File: src/rtl/sample_unpacker.sv
// sample_unpacker: pops 16-bit words from a show-ahead feed, double-buffers
// them (hold -> shift), and emits one SAMPLE_BITS-wide sample per strobe,
// MSB-first. Underrun is sticky; sample_count survives flush.
module sample_unpacker #(
    parameter int SAMPLE_BITS   = 2,
    parameter int SETTLE_CYCLES = 2
) (
    input  logic                   clk,
    input  logic                   reset_n,
    input  logic                   have_data,
    input  logic [15:0]            data_in,
    output logic                   read_one,
    input  logic                   flush,
    input  logic                   sample_en,
    output logic [SAMPLE_BITS-1:0] sample_out,
    output logic                   sample_valid,
    output logic                   underrun,
    output logic [31:0]            sample_count
);

    localparam int SPW   = 16 / SAMPLE_BITS;
    localparam int IDX_W = (SPW > 1) ? $clog2(SPW) : 1;
    localparam logic [IDX_W-1:0] IDX_LAST = IDX_W'(SPW - 1);

    typedef enum logic {
        F_IDLE,
        F_SETTLE
    } fetch_state_t;

    fetch_state_t state, state_nxt;
    logic [2:0]   settle_cnt;

    logic [15:0]      shift_reg;
    logic [IDX_W-1:0] idx;
    logic             shift_valid;
    logic [15:0]      hold_reg;
    logic             hold_valid;

    // The strobe is taking the final sample of the word in the shift register.
    logic last_take;
    assign last_take = sample_en && shift_valid && (idx == IDX_LAST);

    // Fetch state register and settle counter; flush and reset both park in F_IDLE.
    always_ff @(posedge clk) begin
        // NOTE: sequential state uses non-blocking (<=) so every register sees
        // pre-edge values of the others regardless of block ordering.
        if (!reset_n || flush) begin
            state      <= F_IDLE;
            settle_cnt <= '0;
        end else begin
            state <= state_nxt;
            if (read_one)
                settle_cnt <= 3'(SETTLE_CYCLES);
            else if (state == F_SETTLE)
                settle_cnt <= settle_cnt - 3'd1;
        end
    end

    // Next-state: leave F_SETTLE on the cycle the counter decrements to zero.
    always_comb begin
        // NOTE: default assignment first so no path leaves state_nxt unassigned
        // (which would infer a latch).
        state_nxt = state;
        case (state)
            F_IDLE:   if (read_one) state_nxt = F_SETTLE;
            F_SETTLE: if (settle_cnt == 3'd1) state_nxt = F_IDLE;
            default:  state_nxt = F_IDLE;
        endcase
    end

    // Pop pulse: only from F_IDLE with an empty hold register; never during reset/flush.
    always_comb begin
        read_one = reset_n && !flush && (state == F_IDLE) && have_data && !hold_valid;
    end

    // Datapath: capture into hold, hold->shift transfer, and per-strobe emission.
    always_ff @(posedge clk) begin
        if (!reset_n) begin
            shift_reg    <= '0;
            idx          <= '0;
            shift_valid  <= 1'b0;
            hold_reg     <= '0;
            hold_valid   <= 1'b0;
            sample_out   <= '0;
            sample_valid <= 1'b0;
            underrun     <= 1'b0;
            sample_count <= '0;
        end else if (flush) begin
            shift_valid  <= 1'b0;
            hold_valid   <= 1'b0;
            idx          <= '0;
            underrun     <= 1'b0;
            sample_valid <= 1'b0;
        end else begin
            sample_valid <= 1'b0;
            if (sample_en) begin
                if (shift_valid) begin
                    sample_out   <= shift_reg[15 -: SAMPLE_BITS];
                    sample_valid <= 1'b1;
                    shift_reg    <= shift_reg << SAMPLE_BITS;
                    idx          <= idx + 1'b1;
                    sample_count <= sample_count + 32'd1;
                end else begin
                    underrun <= 1'b1;
                end
            end
            // A reload overrides the shift/idx update above when the last sample leaves.
            if (hold_valid && (!shift_valid || last_take)) begin
                shift_reg   <= hold_reg;
                idx         <= '0;
                shift_valid <= 1'b1;
                hold_valid  <= 1'b0;
            end else if (last_take) begin
                shift_valid <= 1'b0;
            end
            // Capture cannot coincide with a transfer: it requires hold to be empty.
            if (read_one) begin
                hold_reg   <= data_in;
                hold_valid <= 1'b1;
            end
        end
    end

endmodule

File: config.mk
export PLATFORM = sky130hd
export DESIGN_NAME = sample_unpacker
export DESIGN_NICKNAME = d
export VERILOG_FILES = /design/src/rtl/sample_unpacker.sv
export SDC_FILE = /design/constraint.sdc
export NUM_CORES = 1
export LEC_CHECK = 0
export BUFFER_PORTS_ARGS = -buffer_cell sky130_fd_sc_hd__buf_2
export CAP_MARGIN = 10
export CORE_MARGIN = 1
export CORE_UTILIZATION = 35
export CTS_BUF_LIST = sky130_fd_sc_hd__clkbuf_8
export DETAILED_ROUTE_END_ITERATION = 6
export PLACE_DENSITY = 0.66
export SLEW_MARGIN = 30
export SYNTH_ARGS = -nofsm -noshare
export SYNTH_HDL_FRONTEND = slang
export SYNTH_SLANG_ARGS = --single-unit
export TNS_END_PERCENT = 100
File: constraint.sdc
create_clock -name clk -period 3.65 [get_ports clk]
set_input_delay 0.73 -clock clk [delete_from_list [all_inputs] [get_ports clk]]
set_output_delay 0.73 -clock clk [all_outputs]
set_load 0.01 [all_outputs]
# After elaboration in Yosys (flattened, before gate mapping)
# Index checks and enable logic that the tools add are counted.
[word_totals] reg_bits=77 output_inout_bits=37 word_cells=62 in_bits=21
[op_classes] eq_ne=2 bitwise_logic=5 n_reduce_logical=27 add_sub_neg=3 mux=13
[ops] operator="2-to-1 mux 16 bit" count=3
[ops] operator="adder 32 x 1 -> 32 bit (second input constant)" count=1
[ops] operator="nonzero test 2 bit" count=5
[ops] operator="logical AND 1 bit" count=7
[ops] operator="2-to-1 mux 1 bit" count=7
[ops] operator="AND reduction 2 bit" count=3
[ops] operator="AND reduction 3 bit" count=2
[ops] operator="OR reduction 3 bit" count=2
[ops] operator="NOT 1 bit" count=5
[ops] operator="zero test 1 bit" count=4
[ops] operator="2-to-1 mux 2 bit" count=2
[ops] operator="OR reduction 2 bit" count=2
[ops] operator="adder 3 x 1 -> 3 bit (second input constant)" count=1
[ops] operator="equality test 3 x 1 -> 1 bit (second input constant)" count=1
[ops] operator="equality test 3 bit (second input constant)" count=1
[ops] operator="subtractor 3 x 1 -> 3 bit (second input constant)" count=1
[ops] operator="logical OR 1 bit" count=2
[ops] operator="case mux 1 bit (2 select lines)" count=1

# Depth between registers and ports, before layout
# Gate-level depths: netlist (run 1).
[logic_depth] ltp_word=7 mapped_depth=7 mapped_depth_nobuf=6

# Worst setup path before layout (run 1)
# Ideal clock, no wire load.
[synth_path] path_type="in2out" from="input port flush" to="output port read_one" cell_stages=5 slack_ns=1.173 arrival_time_ns=1.747 required_ns=2.920 n_path_buf=2 cell_sequence="nand2b_1 -> or3_1 -> buf_2 -> clkinv_2 -> buf_2"
[synth_between] elab_chain_cells=5
[synth_rtl] item="start, declared" line_no="13" source="input logic flush,"
[synth_rtl] item="zero test 1 bit" line_no="73" source="read_one = reset_n && !flush && (state == F_IDLE) && have_data && !hold_valid;"
[synth_rtl] item="logical AND 1 bit (4 in a row)" line_no="73"
[synth_rtl] item="end, declared" line_no="12" source="output logic read_one,"
# Every way passes these cells.

# Final worst setup path (run 1)
# Same ends and word-level chain as after synthesis.

==> run summary, run 1 <==
pin count of the biggest net entering global routing: 53
Sum Neg Setup Slack: 0 ns
Core Area: 9240 µm²
share of layout cells above drive strength 1: 17.98%
via count: 3,018
DIE WIDTH: 99.74 µm
Final Core Density: 42.00%
cts hold-fix bufs: 0
commonest non-fill, non-tap cell in the layout: nand2_1
remaining antenna violation count: 0
Post-synth ARST share: 0%
Routed WL: 7465 µm
maximum vdd ir drop: 0.1837 mV
CTS tree: yes
fin crit period: 3.064 ns
Setup WS pre-CTS: 0.5852 ns
I/O pin cnt: 58
CP bufs+invs: 3
Clock Skews: 0.009898 ns
Seq/Total Area, Yosys: 46.11%
vias in the first global route: 2,705
crit path DAT: 2.33 ns
mean post-synth cell area: 8.296 µm²
Top FF cell, synth: dfxtp_1
Internal Power: 1.137 mW
Worst Max-Slew Pin Slew: 0.8980 ns
initial antenna violation count: 0
DRT Pass-1 Iters: 4
DP HPWL: 5216 µm
post-CTS resize count: 0
CP peak stage delay: 0.56 ns
Mapped Area: 3343 µm²
clock buffer depth: 2
Mapped Nets: 429
GRT Util Overall: 15.99%
most used cell, CP: buf_2
slew margin rel.: 40.05%
Sink Count: 77
Fin. Hold Viols: 0
die area: 9947 µm²
CP cell instances: buf_2 -> nand2b_1 -> or3_1 -> clkinv_2 -> buf_2
Clock power frac: 38.8%
DR WL/cell: 12.76 µm
Cells after Synth: 403
RSZ-0062 raised after global routing: false
Pwr per Cell Area: 396.8 nW/µm²
first-pass GRT wire length: 12,700 µm
Reg clk slew, reported paths: 0.08 ns
Final Power: 1.540 mW
Final WS setup: 0.5861 ns
Fillers: 977
Sw Pwr: 0.4028 mW
setup violators final: 0
share of total power in sequential cells: 56.2%
row cnt: 35
n_diodes: 0
Synth warnings: 0
Die H: 99.74 µm
max-cap violation count: 0
CP max FO: 19
GPL Wtd Cong: 0.7873
DR DRC count: 0
HP Class: reg2reg
LEAKAGE: 1.368 nW
total CTS buffers: 9
Initial Util: 36.18%
Worst-Skew Late Latency: 0.35 ns
Worst Path Required: 2.92 ns
commonest cells after routing, fill and taps aside: nand2_1 (80), dfxtp_1 (77), buf_2 (57)
Starting DRT DRC Count: 124
outcome: completed
Area Growth Syn to Fin: 16.09%
startpoint types: input port
combinational fraction of design power: 5.0%
CTS root buffer: clkbuf_8
gr ovfl total: 0
CP max stage cell: or3_1
Distinct cells, synth: 37
Switching Share: 26.15%
post-route clock period utilization: 83.94%
number of enable flip-flop cells after synthesis: 0
Top delay family on crit path: simple AND/OR/NAND/NOR gates
Vias/cell: 5.159
Fmax: 326.4 MHz
Fin Hold WS: 0.4589 ns
Crit. End Element: output port
PortBufs: 57
Yosys reg bits: 77
fin nets: 477
WS Path Type: in2out
Slew Viols, Final: 0
Largest register FFs: 32
H-tree depth: 3
post-CTS setup buffer count: 0
## layout make-up
type	count	area, µm²	area share, %
multi-input cells	293	1654	42.62
clock buffers	9	123.9	3.191
clock inverters	7	57.56	1.483
repair buffers	59	300.3	7.737
flip-flops and latches	77	1541	39.72
inverters	11	42.54	1.096
well taps	129	161.4	4.159
## path summary, 6_finish.rpt
kind	startpoint	to	slack, ns	cells past startpoint
worst max-delay path	flush	read_one	0.59	5
worst min-delay path	hold_reg[0]	hold_reg[0]	0.46	2
worst max register to register	sample_count[4]	sample_count[23]	1.43	4
worst min register to register	hold_reg[0]	hold_reg[0]	0.46	2
## cells in the mapped netlist, types with 2 or more instances
cell type | n | area share (%)
o31ai_1 | 12 | 2.7
o21ai_0 | 15 | 2.2
and3_1 | 4 | 0.75
xor2_1 | 7 | 1.8
clkbuf_1 | 13 | 1.5
o311ai_0 | 2 | 0.52
and4_1 | 5 | 1.3
a21oi_1 | 46 | 6.9
nand4_1 | 10 | 1.9
nor3_1 | 5 | 0.75
o41ai_1 | 2 | 0.52
nand2_1 | 80 | 9.0
nor2_1 | 27 | 3.0
dfxtp_1 | 77 | 46
and2_1 | 2 | 0.37
buf_4 | 2 | 0.45
or4_1 | 13 | 2.9
nand3_1 | 14 | 2.1
buf_2 | 5 | 0.75
a311oi_1 | 14 | 3.7
ha_1 | 5 | 1.9
xnor2_1 | 4 | 1.0
nand2b_1 | 10 | 1.9
or3_1 | 8 | 1.5
inv_1 | 9 | 1.0
## stage by stage
| step | cells | cell area (µm²) |
|---|---|---|
| 3_3_place_gp | 569 | 3697 |
| 5_1_grt | 585 | 3881 |
| 6_report | 585 | 3881 |
| 3_5_place_dp | 569 | 3697 |
| 4_1_cts | 585 | 3879 |
| 2_1_floorplan | 403 | 3343 |
## power groups by stage
stage                     Combinational [mW]  Clock [mW]  Sequential, mW
final                                 0.0762       0.598           0.866
after global routing                  0.0873       0.664           0.869
after CTS                             0.0772       0.619           0.867
after floorplan                       0.0527           0           0.883
after detailed placement              0.0770           0           0.886
after global placement                0.0752           0           0.886
## worst register-to-register path: cells and delay by family, from the launching register on
kind | cells | cell delay, ns
AO/OA/AOI/OAI | 1 | 0.15
flip-flops | 1 | 0.45
AND/OR/NAND/NOR | 3 | 1.55
## per-layer routing
metal | track usage, % | up-vias | wire, µm
li1 | - | 1540 | -
met1 | 20.59 | 1401 | 3718
met2 | 25.68 | 68 | 3324
met3 | 3.584 | 9 | 313
met4 | 6.900 | 0 | 109
met5 | 0 | - | 0
## cell families after synthesis
group | count (synthesis) | share of synthesized area [%]
AND/OR/NAND/NOR | 184 | 27.47
AO/OA/AOI/OAI | 92 | 16.77
flip-flops | 77 | 46.11
buffers and inverters | 33 | 4.603
XOR/XNOR | 11 | 2.882
adder cells (fa/ha/maj) | 5 | 1.871
multiplexers | 1 | 0.2994
Note: power is estimated with default switching activity, not from simulation.
==> inputs of run 2 (changes only) <==
- PLACE_DENSITY: 0.66 -> 0.68
- clock period: 3.65 -> 2.5 ns (I/O delays scaled with it)
==> run summary, run 2 (synthesis gave the netlist of run 1 again) <==
n_diodes: 0 (unchanged)
cts hold-fix bufs: 0 (unchanged)
share of total power in sequential cells: 53.2% (-3.0 points)
total CTS buffers: 9 (unchanged)
first-pass GRT wire length: 12,570 µm (-0.98%)
CP bufs+invs: 3 (unchanged)
HP Class: in2reg
reg2reg path depth: 6 (+2)
clock buffer depth: 2 (unchanged)
DP HPWL: 5248 µm (+0.60%)
DR DRC count: 0 (unchanged)
CTS root buffer: clkbuf_8
Sum Neg Setup Slack: 0 ns (unchanged)
CP cell instances: buf_2 -> nand2b_1 -> or3_1 -> clkinv_2 -> buf_2
fin crit period: 2.056 ns
post-CTS resize count: 0 (unchanged)
PortBufs: 57 (unchanged)
Reg-to-Reg Start: idx[0]
DIE WIDTH: 99.74 µm (unchanged)
H-tree depth: 3 (unchanged)
worst hold start: data_in[9]
Fin. Hold Viols: 0 (unchanged)
Area Growth Syn to Fin: 18.23%
CP max stage cell: or3_1
Final Power: 2.376 mW (+54%)
DR WL/cell: 13.09 µm (+2.6%)
Non-Filler Instances: 590 (+0.85%)
worst r2r dst: shift_reg[4]
GPL Wtd Cong: 0.7546 (-4.2%)
commonest non-fill, non-tap cell in the layout: nand2_1
commonest cells after routing, fill and taps aside: nand2_1 (80), dfxtp_1 (77), buf_2 (57)
DRT Pass-1 Iters: 5 (+1)
row cnt: 35 (unchanged)
fin nets: 482 (+1.0%)
max-cap violation count: 0 (unchanged)
crit path DAT: 1.56 ns (-0.77 ns)
initial antenna violation count: 0 (unchanged)
post-route clock period utilization: 82.26%
CP peak stage delay: 0.44 ns (-0.12 ns)
FF-to-FF setup slack: 0.45 ns (-0.98 ns)
Routed WL: 7724 µm (+3.5%)
RSZ-0062 raised after global routing: false
most used cell, CP: buf_2
Sink Count: 77 (unchanged)
die area: 9947 µm² (unchanged)
Slew Viols, Final: 0 (unchanged)
Initial Util: 36.18% (unchanged)
Starting DRT DRC Count: 127 (+2.4%)
Clock power frac: 41.8% (+3.0 points)
Reg clk slew, reported paths: 0.09 ns (about the same)
setup violators final: 0 (unchanged)
share of layout cells above drive strength 1: 18.66% (+0.67 points)
Largest register FFs: 32 (unchanged)
maximum vdd ir drop: 0.3268 mV (+78%)
Top delay family on crit path: simple AND/OR/NAND/NOR gates
CP max FO: 9 (-10)
Sw Pwr: 0.6053 mW (+50%)
CTS tree: yes
Switching Share: 25.48% (-0.67 points)
post-CTS setup buffer count: 0 (unchanged)
Worst Hold Path Cells: 3 (+1)
I/O pin cnt: 58 (unchanged)
Crit. End Element: output port
LEAKAGE: 1.409 nW (+3.0%)
Fmax: 486.3 MHz
Clock Skews: 0.01446 ns (+0.004562 ns)
slew margin rel.: 61.97% (+22 points)
startpoint types: input port
Pwr per Cell Area: 601.1 nW/µm² (+51%)
outcome: completed
gr ovfl total: 0 (unchanged)
WS Path Type: in2out
Worst Path Required: 2.00 ns (-0.92 ns)
Worst-Skew Late Latency: 0.36 ns (about the same)
Worst Hold End: hold_reg[9]
pin count of the biggest net entering global routing: 65 (+23%)
Core Area: 9240 µm² (unchanged)
GRT Util Overall: 15.98% (about the same)
remaining antenna violation count: 0 (unchanged)
Vias/cell: 5.190 (+0.60%)
combinational fraction of design power: 5.0% (about the same)
Worst Max-Slew Pin Slew: 0.5705 ns (-0.3275 ns)
Placed Instances: 574 (+0.88%)
Internal Power: 1.770 mW (+56%)
vias in the first global route: 2,658 (-1.7%)
Die H: 99.74 µm (unchanged)
via count: 3,062 (+1.5%)
-- run 2: how the worst max path moves through the flow --
| stage | startpoint | endpoint | slack [ns] | cells after the start |
|---|---|---|---|---|
| 2_1_floorplan | flush | read_one | 0.48 | 5 |
| 3_3_place_gp | flush | sample_count[30] | 0.42 | 5 |
| 5_1_grt | idx[0] | shift_reg[4] | 0.31 | 6 |
| 6_report | flush | read_one | 0.44 | 5 |
| 4_1_cts | idx[0] | shift_reg[4] | 0.41 | 6 |
| 3_5_place_dp | flush | sample_count[30] | 0.30 | 5 |
-- run 2: per-stage QoR --
stage                     area (µm²)  worst slack [ns]  util, %  hold WS [ns]
after floorplan                 3343            0.4830        -        0.4323
after global placement          3747            0.4243    40.56        0.4455
after detailed placement        3747            0.2975    40.56        0.4478
after CTS                       3953            0.4100    42.78        0.3530
after global routing            3953            0.3089    42.78        0.3604
final                           3953            0.4435    42.78        0.3726
-- run 2: layout make-up --
class                      count  area (µm²)
fill                         960        5288
multi-input combinational    293        1652
sequential                    77        1541
timing repair buffer          64       350.3
tap                          129       161.4
clock buffer                   9       123.9
clock inverter                 7       81.33
inverter                      11       42.54
-- run 2: layer usage --
| metal | up-vias | global-route usage [%] | share of wire, % |
|---|---|---|---|
| li1 | 1542 | - | - |
| met1 | 1427 | 20.57 | 46 |
| met2 | 83 | 24.93 | 47 |
| met3 | 10 | 4.708 | 6.0 |
| met4 | 0 | 6.674 | 1.1 |
| met5 | - | 0 | 0 |
-- run 2: power by group through the flow --
stage	Combinational, mW	Sequential (mW)	Clock (mW)
2_1_floorplan	0.0769	1.29	0
3_3_place_gp	0.117	1.29	0
3_5_place_dp	0.120	1.29	0
4_1_cts	0.120	1.26	1.02
5_1_grt	0.135	1.27	1.08
6_report	0.119	1.26	0.992
-- run 2: worst min-delay path: cells and delay by family --
family,cells,cell delay (ns)
buffers and inverters,1,0.09
AND/OR/NAND/NOR,1,0.05
AO/OA/AOI/OAI,1,0.05
